$ cat config.mk
export PLATFORM = sky130hd
export DESIGN_NAME = id_ex_stage
export DESIGN_NICKNAME = d
export VERILOG_FILES = /design/src/rtl/riscv_pipe_pkg.sv /design/src/rtl/id_ex_stage_hazard_compare.sv /design/src/rtl/id_ex_stage.sv
export SDC_FILE = /design/constraint.sdc
export NUM_CORES = 1
export LEC_CHECK = 0
export CELL_PAD_IN_SITES_DETAIL_PLACEMENT = 2
export CELL_PAD_IN_SITES_GLOBAL_PLACEMENT = 2
export CORE_MARGIN = 2
export CORE_UTILIZATION = 24
export CTS_BUF_LIST = sky130_fd_sc_hd__clkbuf_8 sky130_fd_sc_hd__clkbuf_16
export DETAILED_ROUTE_END_ITERATION = 8
export PLACE_DENSITY = 0.83
export SYNTH_ARGS = -nofsm -noshare
export SYNTH_HDL_FRONTEND = slang
export SYNTH_SLANG_ARGS = --single-unit
$ cat constraint.sdc
create_clock -name clk -period 6.4 [get_ports clk]
set_input_delay 1.92 -clock clk [delete_from_list [all_inputs] [get_ports clk]]
set_output_delay 1.92 -clock clk [all_outputs]
set_load 0.02 [all_outputs]
$ cat src/rtl/riscv_pipe_pkg.sv
// rtl/riscv_pipe_pkg.sv - shared pipeline constants: control-bundle layout, forward selects, ALU/WB codes
package riscv_pipe_pkg;

  localparam int CTRL_W = 12;

  // Control bundle layout: {csr_reg_en, memwrite, memread, regwen, WBSel[1:0], operation[3:0], BSel, ASel}
  localparam int CTRL_ASEL      = 0;
  localparam int CTRL_BSEL      = 1;
  localparam int CTRL_OP_LSB    = 2;
  localparam int CTRL_OP_MSB    = 5;
  localparam int CTRL_WBSEL_LSB = 6;
  localparam int CTRL_WBSEL_MSB = 7;
  localparam int CTRL_REGWEN    = 8;
  localparam int CTRL_MEMREAD   = 9;
  localparam int CTRL_MEMWRITE  = 10;
  localparam int CTRL_CSR_EN    = 11;

  localparam logic [1:0] FWD_NONE = 2'b00;
  localparam logic [1:0] FWD_WB   = 2'b01;
  localparam logic [1:0] FWD_MEM  = 2'b10;

  typedef enum logic [3:0] {
    ALU_ADD    = 4'd0,
    ALU_SUB    = 4'd1,
    ALU_AND    = 4'd2,
    ALU_OR     = 4'd3,
    ALU_XOR    = 4'd4,
    ALU_SLL    = 4'd5,
    ALU_SRL    = 4'd6,
    ALU_SRA    = 4'd7,
    ALU_SLT    = 4'd8,
    ALU_SLTU   = 4'd9,
    ALU_COPY_B = 4'd10
  } alu_op_e;

  typedef enum logic [1:0] {
    WB_DMEM = 2'b00,
    WB_ALU  = 2'b01,
    WB_PC4  = 2'b10
  } wb_sel_e;

endpackage

$ cat src/rtl/id_ex_stage_hazard_compare.sv
// rtl/id_ex_stage_hazard_compare.sv - per-operand forward select and load-use detection
module hazard_compare
  import riscv_pipe_pkg::*;
(
  input  logic [4:0] rs,
  input  logic       rs_used,
  input  logic       ex_valid,
  input  logic [4:0] ex_rd,
  input  logic       ex_regwen,
  input  logic       ex_memread,
  input  logic [4:0] mem_rd,
  input  logic       mem_regwen,
  output logic [1:0] fwd,
  output logic       load_use
);

  logic ex_match;
  logic mem_match;

  // x0 is hardwired, so a zero rd never matches
  assign ex_match  = ex_valid & rs_used & (ex_rd != 5'd0) & (ex_rd == rs);
  assign mem_match = mem_regwen & rs_used & (mem_rd != 5'd0) & (mem_rd == rs);

  assign load_use = ex_match & ex_memread;

  always_comb begin
    fwd = FWD_NONE;
    if (ex_match && ex_regwen) begin
      fwd = FWD_MEM;
    end else if (mem_match) begin
      fwd = FWD_WB;
    end
  end

endmodule

$ cat src/rtl/id_ex_stage.sv
// rtl/id_ex_stage.sv - ID/EX pipeline register with forwarding, load-use stall and flush
// Optional HAZARD_STATS_EN adds saturating stall_count/flush_count outputs.
module id_ex_stage #(
  parameter int XLEN   = 32,
  parameter int CTRL_W = 12
) (
  input  logic              clk,
  input  logic              rst,
  input  logic              ID_valid,
  input  logic [XLEN-1:0]   ID_PC,
  input  logic [XLEN-1:0]   ID_rdata1,
  input  logic [XLEN-1:0]   ID_rdata2,
  input  logic [XLEN-1:0]   ID_imm,
  input  logic [4:0]        ID_rs1,
  input  logic [4:0]        ID_rs2,
  input  logic [1:0]        ID_rs_used,
  input  logic [4:0]        ID_rd,
  input  logic [CTRL_W-1:0] ID_ctrl,
  input  logic              flush,
  input  logic              hold,
  input  logic [4:0]        MEM_rd,
  input  logic              MEM_regwen,
`ifdef HAZARD_STATS_EN
  output logic [31:0]       stall_count,
  output logic [31:0]       flush_count,
`endif
  output logic              EX_valid,
  output logic [XLEN-1:0]   EX_PC,
  output logic [XLEN-1:0]   EX_rdata1,
  output logic [XLEN-1:0]   EX_rdata2,
  output logic [XLEN-1:0]   EX_imm,
  output logic [4:0]        EX_rd,
  output logic [CTRL_W-1:0] EX_ctrl,
  output logic [1:0]        forwardA,
  output logic [1:0]        forwardB,
  output logic              stall
);
  import riscv_pipe_pkg::*;

  logic [1:0] fwd_a;
  logic [1:0] fwd_b;
  logic       lu_a;
  logic       lu_b;

  hazard_compare u_cmp_rs1 (
    .rs         (ID_rs1),
    .rs_used    (ID_rs_used[0]),
    .ex_valid   (EX_valid),
    .ex_rd      (EX_rd),
    .ex_regwen  (EX_ctrl[CTRL_REGWEN]),
    .ex_memread (EX_ctrl[CTRL_MEMREAD]),
    .mem_rd     (MEM_rd),
    .mem_regwen (MEM_regwen),
    .fwd        (fwd_a),
    .load_use   (lu_a)
  );

  hazard_compare u_cmp_rs2 (
    .rs         (ID_rs2),
    .rs_used    (ID_rs_used[1]),
    .ex_valid   (EX_valid),
    .ex_rd      (EX_rd),
    .ex_regwen  (EX_ctrl[CTRL_REGWEN]),
    .ex_memread (EX_ctrl[CTRL_MEMREAD]),
    .mem_rd     (MEM_rd),
    .mem_regwen (MEM_regwen),
    .fwd        (fwd_b),
    .load_use   (lu_b)
  );

  assign stall = lu_a | lu_b;

  always_ff @(posedge clk or posedge rst) begin
    if (rst) begin
      EX_valid  <= 1'b0;
      EX_PC     <= '0;
      EX_rdata1 <= '0;
      EX_rdata2 <= '0;
      EX_imm    <= '0;
      EX_rd     <= 5'd0;
      EX_ctrl   <= '0;
      forwardA  <= FWD_NONE;
      forwardB  <= FWD_NONE;
    end else if (!hold) begin
      if (flush || stall) begin
        EX_valid  <= 1'b0;
        EX_PC     <= '0;
        EX_rdata1 <= '0;
        EX_rdata2 <= '0;
        EX_imm    <= '0;
        EX_rd     <= 5'd0;
        EX_ctrl   <= '0;
        forwardA  <= FWD_NONE;
        forwardB  <= FWD_NONE;
      end else begin
        EX_valid  <= ID_valid;
        EX_PC     <= ID_PC;
        EX_rdata1 <= ID_rdata1;
        EX_rdata2 <= ID_rdata2;
        EX_imm    <= ID_imm;
        EX_rd     <= ID_rd;
        // An empty decode slot must not carry write/memory side effects into EX
        EX_ctrl   <= ID_valid ? ID_ctrl : '0;
        forwardA  <= ID_valid ? fwd_a : FWD_NONE;
        forwardB  <= ID_valid ? fwd_b : FWD_NONE;
      end
    end
  end

`ifdef HAZARD_STATS_EN
  always_ff @(posedge clk or posedge rst) begin
    if (rst) begin
      stall_count <= '0;
      flush_count <= '0;
    end else if (!hold) begin
      if (flush) begin
        if (flush_count != 32'hFFFF_FFFF) flush_count <= flush_count + 32'd1;
      end else if (stall) begin
        if (stall_count != 32'hFFFF_FFFF) stall_count <= stall_count + 32'd1;
      end
    end
  end
`endif

endmodule

==> results.yml <==
cts:
  cts.sinks: 150
  hold_buffers: 0
  tritoncts: "built"
  htree_num_levels: 4
  tritoncts.num_buffers: 17
  clock_tree.buffer_depth: 2
  post_cts.repair.setup_buffers: 0
  clockRootBuffer: "sky130_fd_sc_hd__clkbuf_16"
  source_to_sink_clock_delay_at_the_later_pin_of_the_worst_skew_pair_ns: 0.41
  clk_pin_slew_ns: 0.07
  post_cts_resize_count: 0
synth:
  postSynthNetCount: 565
  yosysWarnings: 0
  ys_ff_latch: 150
  yosys.cell_types.count: 24
  post_synth.cell_area_avg_um2: 14.72
  mappedNetlistArea_mm2: 0.005844
  synth_cells: 397
  sequential_to_total_area_share_from_yosys_stat: 0.6423
routing:
  routedWlPerCell_um: 22.16
  postRouteWirelength_mm: 22.78
  drt_iter0_drc: 274
  post_drt_via_cell_ratio: 4.933
  drt_pass1_iterations: 4
  route.detailed.drc: 0
  vias: 5071
  ant_nets: 0
grt:
  number_of_antenna_violations_at_the_first_check_in_global_routing: 1
  first_pass_grt_wire_length_mm: 35.36
  via_count_of_the_first_global_routing_pass: 5782
  grtUsageTotal: 0.1783
  pin_count_of_the_biggest_net_entering_global_routing: 85
  global_route.overflow_total: 0
worst_setup_path:
  critical-path-slowest-cell: "sky130_fd_sc_hd__clkdlybuf4s50_1"
  r2r_slack_ns: 3.30
  critPathRequiredTime_ns: 4.48
  timing.critical_path.cells: "clkdlybuf4s50_1 -> xnor2_1 -> nand4_1 -> nor3_1 -> o2111ai_4 -> inv_2 -> clkdlybuf4s50_1"
  worstSetupPathType: "in2out"
  worst_path_largest_cell_delay_ns: 0.61
  startpoint_type: "primary input"
  worst_ep_arrival_time_ns: 3.98
  critPathMaxFanout: 4
  path_common_cell: "sky130_fd_sc_hd__clkdlybuf4s50_1"
  endpoint_kind: "output port"
timing:
  timing_hold_violations_final: 0
  final.setup.tns_ns: 0
  grt_setup_unrepaired: "false"
  final_min_period_over_clock_period: 0.9214
  final.hold.worst_slack_ns: 0.4921
  slew_viol_final: 0
  finalSetupViolations: 0
  maxSlewHeadroom: 0.3681
  final_period_minus_worst_setup_slack_ns: 5.897
  fin_worst_skew_ns: 0.01296
  fmax_mhz: 169.6
  tightestPinTransition_ns: 0.9478
floorplanning:
  initial_utilization: 0.2424
  die_area_mm2: 0.02562
  design.core.area_mm2: 0.02411
  die_w_um: 160.1
  ios: 319
  floorplan.rows: 57
  fp.dieH_um: 160.1
power_and_ir_drop:
  power_leakage_nw: 3.904
  power_density_mw_per_mm2: 258.7
  worst_ir_drop_vdd_mv: 0.1350
finish:
  finish.instance_area_mm2: 0.009802
  drive_gt1_frac: 0.05974
  fin_util: 0.4066
  final_net_count: 858
  flow.area_growth_from_synthesis_pct: 67.72
job:
  max_cap_violations: 0
hold_path:
  timing.hold.worst.class: "reg2reg"
placement:
  detailed_place.area_mm2: 0.009234
  gp_congestion: 0.8200
  io_buffers: 318
  hpwlAfterDp_mm: 15.71
outcome:
  run_status: "complete, no violations"
==> placed cells by master (no fill, tap or decap), drive strengths merged <==
cell type        n
o21ai            1
nand2            7
and2             1
xor2            12
o2111ai          1
nand3            2
nor2             4
xnor2            8
and3             1
diode            1
clkbuf          18
bufinv           1
nand4            2
dfrtp          150
clkinv           4
buf              7
o211ai           1
or4              1
clkdlybuf4s50  317
o31ai            2
inv              8
nor3             3
a32o           147
clkinvlp         3
nor4             2
==> sequential cells by signal (all words and copies together) (netlist names) <==
name and flops:
EX_rdata2 32, EX_imm 32, EX_PC 32, EX_rd 5, EX_valid 1, forwardB 2
EX_ctrl 12, EX_rdata1 32, forwardA 2
==> Yosys cell counts <==
cell type,n,area (µm²)
sky130_fd_sc_hd__dfrtp_1,150,3754
sky130_fd_sc_hd__a32o_1,147,1471
sky130_fd_sc_hd__clkbuf_1,34,127.6
sky130_fd_sc_hd__xor2_1,12,105.1
sky130_fd_sc_hd__buf_6,10,112.6
sky130_fd_sc_hd__xnor2_1,8,70.07
sky130_fd_sc_hd__nand2_1,7,26.28
sky130_fd_sc_hd__nor2_1,4,15.01
sky130_fd_sc_hd__buf_2,3,15.01
sky130_fd_sc_hd__buf_4,3,22.52
sky130_fd_sc_hd__nand3_1,2,10.01
sky130_fd_sc_hd__nand4_1,2,12.51
sky130_fd_sc_hd__nor3_1,2,10.01
sky130_fd_sc_hd__nor4_1,2,12.51
sky130_fd_sc_hd__o31ai_1,2,15.01
sky130_fd_sc_hd__and2_1,1,6.260
sky130_fd_sc_hd__and3_1,1,6.260
sky130_fd_sc_hd__inv_1,1,3.750
sky130_fd_sc_hd__inv_2,1,3.750
sky130_fd_sc_hd__nor3_2,1,10.01
sky130_fd_sc_hd__o2111ai_2,1,15.01
sky130_fd_sc_hd__o211ai_1,1,7.510
sky130_fd_sc_hd__o21ai_0,1,5.000
sky130_fd_sc_hd__or4_1,1,7.510
==> power breakdown <==
group | switching, W | leakage (nW) | internal (W)
clock | 0.000430 | 0.276 | 0.000550
sequential | 0.0000446 | 1.96 | 0.00102
combinational | 0.000227 | 1.67 | 0.000267
total | 0.000701 | 3.90 | 0.00183
==> per-stage QoR <==
stage / cells / power [W] / worst slack [ns]
6_report: 1028 / 0.002536 / 0.5032
5_1_grt: 1028 / 0.002651 / 0.4071
4_1_cts: 1027 / 0.002583 / 0.4992
3_5_place_dp: 995 / 0.001581 / 0.5030
3_3_place_gp: 995 / 0.001565 / 0.5425
2_1_floorplan: 397 / 0.001277 / 0.4436
==> worst paths after layout <==
path,start,endpoint,cells after the start
min in group asynchronous,rst,EX_PC[29],2
setup / recovery,ID_rs2[1],stall,7
hold reg to reg,EX_rdata1[31],EX_rdata1[31],1
setup reg to reg,EX_rd[1],EX_imm[26],7
max in group asynchronous,rst,EX_rdata2[17],3
hold / removal,EX_rdata1[31],EX_rdata1[31],1
==> layout make-up <==
| type | count | area, µm² |
|---|---|---|
| antenna | 1 | 2.502 |
| clock buffer | 18 | 439.2 |
| clock inverter | 14 | 126.4 |
| fill | 2505 | 14300 |
| inverter | 2 | 12.51 |
| multi-input combinational | 195 | 1824 |
| sequential | 150 | 3754 |
| tap | 324 | 405.4 |
| timing repair buffer | 324 | 3238 |
==> worst max-delay path, delay by kind of cell <==
kind | cells | cell delay, ns
compound gates | 1 | 0.16
buf+inv | 3 | 1.23
simple gates | 2 | 0.51
xor+xnor | 1 | 0.16
==> logic make-up (layout without fill, tap and decap cells) <==
kind of cell           Yosys count  after routing  share of synthesized area
AND/OR/NAND/NOR                 23             23                    0.01991
flip-flops                     150            150                     0.6423
buffers and inverters           52            358                    0.04881
other                            0              1                          0
XOR/XNOR                        20             20                    0.02997
AO/OA/AOI/OAI                  152            152                     0.2590
==> per-layer routing <==
layer	routed length, µm	track usage	vias up
met5	0	0	-
met4	428	0.05242	0
met3	1200	0.04805	21
met2	11960	0.3203	169
met1	9195	0.2080	2663
li1	-	-	2218
No activity file was read; power rests on OpenSTA's default activity.
